--- src/rtl/dual_rail_receiver.sv ---
// dual_rail_receiver
//   Receive end of the two-wire (dual-rail) symbol link. Each symbol arrives
//   as a rising edge on bit0_in ('0') or bit1_in ('1'). The block completes a
//   four-phase handshake with ack, assembles ten symbols into a command frame
//   and presents the decoded channel and direction.
//
//   Frame layout (index 0..9): SOF 1,1,0 | CH | SEP 0,1 | DIR | EOF 1,0,0
//
// Ports:
//   clk          system clock, rising edge
//   reset        synchronous, active-high reset
//   bit0_in      asynchronous data rail for symbol '0'
//   bit1_in      asynchronous data rail for symbol '1'
//   ack          registered handshake acknowledge to the sender
//   frame_valid  one-cycle pulse, complete legal frame received
//   ch_out       decoded channel (0 = Ch1, 1 = Ch2), held until next frame
//   dir_out      decoded direction (0 = Down, 1 = Up), held until next frame
//   frame_err    one-cycle pulse, illegal symbol, bad pattern or timeout
//   busy         high while a frame is in progress or ack is high
//   frame_count  count of valid frames, wraps 255 -> 0
module dual_rail_receiver #(
  parameter int TIMEOUT_CYCLES = 1000,
  parameter int TCNT_W         = 16
) (
  input  logic       clk,
  input  logic       reset,
  input  logic       bit0_in,
  input  logic       bit1_in,
  output logic       ack,
  output logic       frame_valid,
  output logic       ch_out,
  output logic       dir_out,
  output logic       frame_err,
  output logic       busy,
  output logic [7:0] frame_count
);

  typedef enum logic [0:0] {
    WAIT_DATA = 1'b0,
    WAIT_RTZ  = 1'b1
  } hs_state_t;

  // Expected symbol for a frame position: {checked, value}. CH and DIR
  // positions are unchecked payload.
  function automatic logic [1:0] pattern_bit(input logic [3:0] idx);
    logic [1:0] res;
    case (idx)
      4'd0:    res = 2'b11;
      4'd1:    res = 2'b11;
      4'd2:    res = 2'b10;
      4'd3:    res = 2'b00;
      4'd4:    res = 2'b10;
      4'd5:    res = 2'b11;
      4'd6:    res = 2'b00;
      4'd7:    res = 2'b11;
      4'd8:    res = 2'b10;
      4'd9:    res = 2'b10;
      default: res = 2'b10;
    endcase
    return res;
  endfunction

  logic              b0_meta_r, b1_meta_r;
  logic              s0_r, s1_r;
  hs_state_t         state_r;
  logic              ack_r;
  logic [3:0]        idx_r;
  logic              ch_shadow_r, dir_shadow_r;
  logic              ch_r, dir_r;
  logic [7:0]        count_r;
  logic              valid_r, err_r, busy_r;
  logic [TCNT_W-1:0] tcnt_r;
  logic              tfired_r;

  logic              hs_take_s, hs_ill_s, hs_rtz_s, hs_chg_s;
  logic              ack_nxt_s;
  logic [1:0]        exp_s;
  logic [3:0]        idx_nxt_s;
  logic              ch_shadow_nxt_s, dir_shadow_nxt_s;
  logic              ch_nxt_s, dir_nxt_s;
  logic [7:0]        count_nxt_s;
  logic              valid_nxt_s, err_nxt_s;
  logic [TCNT_W-1:0] tcnt_nxt_s;
  logic              tfired_nxt_s;

  // Two-flop synchronisers for the asynchronous rail inputs.
  always_ff @(posedge clk) begin
    if (reset) begin
      b0_meta_r <= 1'b0;
      b1_meta_r <= 1'b0;
      s0_r      <= 1'b0;
      s1_r      <= 1'b0;
    end else begin
      b0_meta_r <= bit0_in;
      b1_meta_r <= bit1_in;
      s0_r      <= b0_meta_r;
      s1_r      <= b1_meta_r;
    end
  end

  // Handshake events decoded from the synchronised rails.
  always_comb begin
    hs_take_s = (state_r == WAIT_DATA) && (s0_r ^ s1_r);
    hs_ill_s  = (state_r == WAIT_DATA) && s0_r && s1_r;
    hs_rtz_s  = (state_r == WAIT_RTZ) && !s0_r && !s1_r;
    hs_chg_s  = hs_take_s || hs_ill_s || hs_rtz_s;
    if (hs_take_s || hs_ill_s) begin
      ack_nxt_s = 1'b1;
    end else if (hs_rtz_s) begin
      ack_nxt_s = 1'b0;
    end else begin
      ack_nxt_s = ack_r;
    end
  end

  // Handshake state machine; an illegal symbol is still acknowledged so the
  // sender can always return to zero.
  always_ff @(posedge clk) begin
    if (reset) begin
      state_r <= WAIT_DATA;
      ack_r   <= 1'b0;
    end else begin
      case (state_r)
        WAIT_DATA: begin
          if (s0_r || s1_r) begin
            state_r <= WAIT_RTZ;
            ack_r   <= 1'b1;
          end
        end
        WAIT_RTZ: begin
          if (!s0_r && !s1_r) begin
            state_r <= WAIT_DATA;
            ack_r   <= 1'b0;
          end
        end
        default: begin
          state_r <= WAIT_DATA;
          ack_r   <= 1'b0;
        end
      endcase
    end
  end

  // Frame assembly, pattern checking and stall timeout.
  always_comb begin
    idx_nxt_s        = idx_r;
    ch_shadow_nxt_s  = ch_shadow_r;
    dir_shadow_nxt_s = dir_shadow_r;
    ch_nxt_s         = ch_r;
    dir_nxt_s        = dir_r;
    count_nxt_s      = count_r;
    valid_nxt_s      = 1'b0;
    err_nxt_s        = 1'b0;
    tcnt_nxt_s       = tcnt_r;
    tfired_nxt_s     = tfired_r;
    exp_s            = pattern_bit(idx_r);

    if (hs_ill_s) begin
      err_nxt_s = 1'b1;
      idx_nxt_s = 4'd0;
    end else if (hs_take_s) begin
      if (!exp_s[1]) begin
        if (idx_r == 4'd3) begin
          ch_shadow_nxt_s = s1_r;
        end else begin
          dir_shadow_nxt_s = s1_r;
        end
        idx_nxt_s = idx_r + 4'd1;
      end else if (s1_r == exp_s[0]) begin
        if (idx_r == 4'd9) begin
          ch_nxt_s    = ch_shadow_r;
          dir_nxt_s   = dir_shadow_r;
          count_nxt_s = count_r + 8'd1;
          valid_nxt_s = 1'b1;
          idx_nxt_s   = 4'd0;
        end else begin
          idx_nxt_s = idx_r + 4'd1;
        end
      end else if (idx_r < 4'd3) begin
        // SOF hunting: a '1' can only mismatch at position 2, and then the
        // last two symbols (1,1) already form a two-symbol SOF prefix.
        idx_nxt_s = s1_r ? 4'd2 : 4'd0;
      end else begin
        err_nxt_s = 1'b1;
        idx_nxt_s = 4'd0;
      end
    end else begin
      idx_nxt_s = idx_r;
    end

    // tfired_r limits a stall to a single timeout error until the next
    // handshake event.
    if (hs_chg_s) begin
      tcnt_nxt_s   = {TCNT_W{1'b0}};
      tfired_nxt_s = 1'b0;
    end else if (((idx_r != 4'd0) || (state_r == WAIT_RTZ)) && !tfired_r) begin
      if (tcnt_r == TCNT_W'(TIMEOUT_CYCLES - 1)) begin
        err_nxt_s    = 1'b1;
        idx_nxt_s    = 4'd0;
        tcnt_nxt_s   = {TCNT_W{1'b0}};
        tfired_nxt_s = 1'b1;
      end else begin
        tcnt_nxt_s = tcnt_r + TCNT_W'(1);
      end
    end else begin
      tcnt_nxt_s = tcnt_r;
    end
  end

  // Frame state and registered outputs.
  always_ff @(posedge clk) begin
    if (reset) begin
      idx_r        <= 4'd0;
      ch_shadow_r  <= 1'b0;
      dir_shadow_r <= 1'b0;
      ch_r         <= 1'b0;
      dir_r        <= 1'b0;
      count_r      <= 8'd0;
      valid_r      <= 1'b0;
      err_r        <= 1'b0;
      busy_r       <= 1'b0;
      tcnt_r       <= {TCNT_W{1'b0}};
      tfired_r     <= 1'b0;
    end else begin
      idx_r        <= idx_nxt_s;
      ch_shadow_r  <= ch_shadow_nxt_s;
      dir_shadow_r <= dir_shadow_nxt_s;
      ch_r         <= ch_nxt_s;
      dir_r        <= dir_nxt_s;
      count_r      <= count_nxt_s;
      valid_r      <= valid_nxt_s;
      err_r        <= err_nxt_s;
      busy_r       <= (idx_nxt_s != 4'd0) || ack_nxt_s;
      tcnt_r       <= tcnt_nxt_s;
      tfired_r     <= tfired_nxt_s;
    end
  end

  assign ack         = ack_r;
  assign frame_valid = valid_r;
  assign ch_out      = ch_r;
  assign dir_out     = dir_r;
  assign frame_err   = err_r;
  assign busy        = busy_r;
  assign frame_count = count_r;

endmodule

--- config.mk ---
export PLATFORM = sky130hd
export DESIGN_NAME = dual_rail_receiver
export DESIGN_NICKNAME = d
export VERILOG_FILES = /design/src/rtl/dual_rail_receiver.sv
export SDC_FILE = /design/constraint.sdc
export NUM_CORES = 1
export LEC_CHECK = 0
export CAP_MARGIN = 20
export CORE_UTILIZATION = 55
export DETAILED_ROUTE_END_ITERATION = 12
export HOLD_SLACK_MARGIN = 0.06
export PLACE_DENSITY = 0.77
export SLEW_MARGIN = 40
export SYNTH_ARGS = -nofsm -noshare
export SYNTH_HDL_FRONTEND = slang
export SYNTH_SLANG_ARGS = --single-unit
--- constraint.sdc ---
create_clock -name clk -period 2.3 [get_ports clk]
set_clock_uncertainty 0.05 [all_clocks]
set_input_delay 0.46 -clock clk [delete_from_list [all_inputs] [get_ports clk]]
set_output_delay 0.46 -clock clk [all_outputs]
set_load 0.02 [all_outputs]
==> impl_metrics.json <==
{
  "min_path_type": "register to register",
  "fin_tns_setup_ns": 0,
  "synthCells": 243,
  "n_fill_cell": 305,
  "finalSetupViolCount": 0,
  "cts_tree": "done",
  "wl_mm": 3.90,
  "fin_cells": 313,
  "coreArea_um2": 3690,
  "dr.pass1.iters": 4,
  "via_per_inst": 5.35,
  "dp_hpwl_mm": 2.90,
  "slowest_stage": "o31ai_2",
  "drc_errors": 0,
  "antenna_found_initial": 0,
  "synth.area.top_cells": "dfxtp_1, nor2_1, xnor2_1",
  "cap_violations": 0,
  "area.growth.synth_to_final_pct": 15.2,
  "critPathArrivalTime_ns": 2.36,
  "io_pins": 18,
  "drv_slew": 0,
  "grt_pass1_vias": 1503,
  "drt-initial-drc-count": 110,
  "grt_usage_pct": 20.5,
  "setup_ws_ns": 0.0931,
  "finalCritPeriodShare_pct": 96.0,
  "leakage_nw": 0.881,
  "timing.slew.headroom_pct": 52.0,
  "dieHeight_um": 64.1,
  "dp.cells": 305,
  "nets": 276,
  "cts.sinks": 44,
  "yosysWarnings": 0,
  "synth_largest_area_cell": "dfxtp_1",
  "ir_drop_uv": 392,
  "wire_per_inst_um": 12.5,
  "initial_utilization_pct": 57.5,
  "ctsHoldBuffers": 0,
  "timing.hold.ws_ns": 0.436,
  "synth-edff-count": 0,
  "grt_max_degree": 22,
  "cts_max_level": 2,
  "fmax_mhz": 453,
  "cts_buffer_depth": 2,
  "power_mw": 1.37,
  "overflow": 0,
  "synth-main-ff-cell": "dfxtp_1",
  "synth_top_area_share_pct": 41.5,
  "finalInstanceArea_um2": 2440,
  "min_period_ns": 2.21,
  "layout-drive-gt1-share_pct": 6.42,
  "die-area_um2": 4110,
  "cts_buffers": 5,
  "fp-row-count": 22,
  "ys_types": 43,
  "critPathLaunchType": "register",
  "die_x_um": 64.1,
  "syn_area_per_cell_um2": 8.73,
  "async_flop_share_pct": 0,
  "p_per_area_nw_per_um2": 560,
  "clk_pin_slew_ns": 0.08,
  "outcome": "finished, final reports clean",
  "antenna_left": 0,
  "grt_pass1_wl_mm": 6.57,
  "worstMarginPinSlew_ns": 0.713,
  "worstSetupEndpointType": "register",
  "ys_ff_latch": 44,
  "seq_area_frac_synth_pct": 41.5,
  "path_class": "register to register",
  "fin_util_pct": 66.2,
  "place_area_um2": 2350,
  "synth_area_um2": 2120,
  "crit_required_ns": 2.45,
  "crit_chain": "inv_1, ha_1, nor2b_4, nand2_1, o31ai_2, nor3_1, a311oi_1",
  "insertion_delay_ns": 0.29,
  "pre_cts_ws_ns": 0.0629,
  "cpPeakStageDelay_ns": 0.42,
  "hold_viol": 0,
  "io_buffers": 17,
  "num_antenna_cells": 0,
  "synth_fp_nets": 255,
  "rsz0062_at_grt": "false",
  "crit_path_max_fanout": 6,
  "cts-root-buf": "clkbuf_8",
  "vias": 1674,
  "gp_congestion": 0.928
}
-- synth_stat cells, drive strengths merged, types with 6 or more instances --
cell type / n
xnor2: 12
nor2b: 8
nand4: 6
xor2: 11
ha: 8
nor2: 38
nor4: 7
nor3: 9
nand2: 16
dfxtp: 44
nand3: 9
inv: 9
o21ai: 10
a21oi: 9
-- cell type report --
| class | instances | area [um^2] | area share [%] |
|---|---|---|---|
| repair buffers | 21 | 200 | 8.20 |
| clock buffers | 8 | 90.1 | 3.69 |
| flip-flops and latches | 44 | 881 | 36.1 |
| multi-input cells | 183 | 1180 | 48.2 |
| inverters | 9 | 33.8 | 1.38 |
| well taps | 48 | 60.1 | 2.46 |
-- final timing paths --
path | start | endpoint | slack [ns] | cells past startpoint
worst min register to register | b1_meta_r$_SDFF_PP0_ | s1_r$_SDFF_PP0_ | 0.44 | 1
worst max register to register | s0_r$_SDFF_PP0_ | busy$_SDFF_PP0_ | 0.09 | 7
worst min-delay path | b1_meta_r$_SDFF_PP0_ | s1_r$_SDFF_PP0_ | 0.44 | 1
worst max-delay path | s0_r$_SDFF_PP0_ | busy$_SDFF_PP0_ | 0.09 | 7
-- placed cells by master (no fill, tap or decap), types with 2 or more instances in the layout --
master / instances
and3_1: 3
clkdlybuf4s50_1: 17
and2_1: 2
nor4_2: 2
clkbuf_1: 2
or4_1: 2
o21ai_1: 2
nor2_1: 38
nand3_1: 9
or3_1: 2
nor4_1: 5
o21ai_0: 8
inv_1: 9
o21a_1: 3
nor2b_1: 7
o22ai_1: 2
and3b_1: 3
buf_4: 4
o211ai_1: 2
nand2_1: 16
mux2i_1: 4
nand4_1: 6
xnor2_1: 12
a21oi_1: 9
xor2_1: 11
ha_1: 8
dfxtp_1: 44
nor3_1: 9
clkbuf_8: 6
nand2b_1: 3
-- flip-flops by register name, indices dropped and copies added (netlist names) --
name          count
tcnt_r           16
frame_count       8
frame_err         1
ch_shadow_r       1
b0_meta_r         1
s1_r              1
idx_r             4
s0_r              1
tfired_r          1
state_r           1
dir_out           1
b1_meta_r         1
exp_s             2
frame_valid       1
ch_out            1
ack               1
busy              1
dir_shadow_r      1
-- worst max-delay path: cells and delay by family, from the launching register on --
kind            cells  cell delay [ns]
compound gates      2             0.70
buf+inv             1             0.08
simple gates        3             0.52
fa+ha+maj           1             0.37
flops               1             0.39
-- layer usage --
metal,GRT usage [%],vias to the layer above,wire length (um)
li1,-,882,-
met1,26.9,761,1970
met2,33.1,25,1740
met3,4.29,6,132
met4,7.50,0,55
met5,0,-,0
-- logic make-up after synthesis --
| group | after synthesis | share of synthesized area, % |
|---|---|---|
| buffers and inverters | 16 | 3.19 |
| multiplexers | 4 | 1.89 |
| adder cells (fa/ha/maj) | 8 | 4.72 |
| AND/OR/NAND/NOR | 114 | 28.8 |
| XOR/XNOR | 23 | 9.50 |
| flip-flops | 44 | 41.5 |
| AO/OA/AOI/OAI | 34 | 10.3 |
-- power breakdown --
part,leakage [nW],switching [mW],total (mW),internal [mW]
Combinational,0.479,0.0575,0.0991,0.0417
Clock,0.0455,0.243,0.488,0.245
Sequential,0.356,0.00864,0.779,0.771
Total,0.881,0.309,1.37,1.06
-- what timing repair did --
action | 4_1_cts | 5_1_grt
buffers inserted | 0 | 0
endpoints found under the setup margin | 0 | 2
resized for setup | 0 | 2
(Power assumes the default switching activity.)
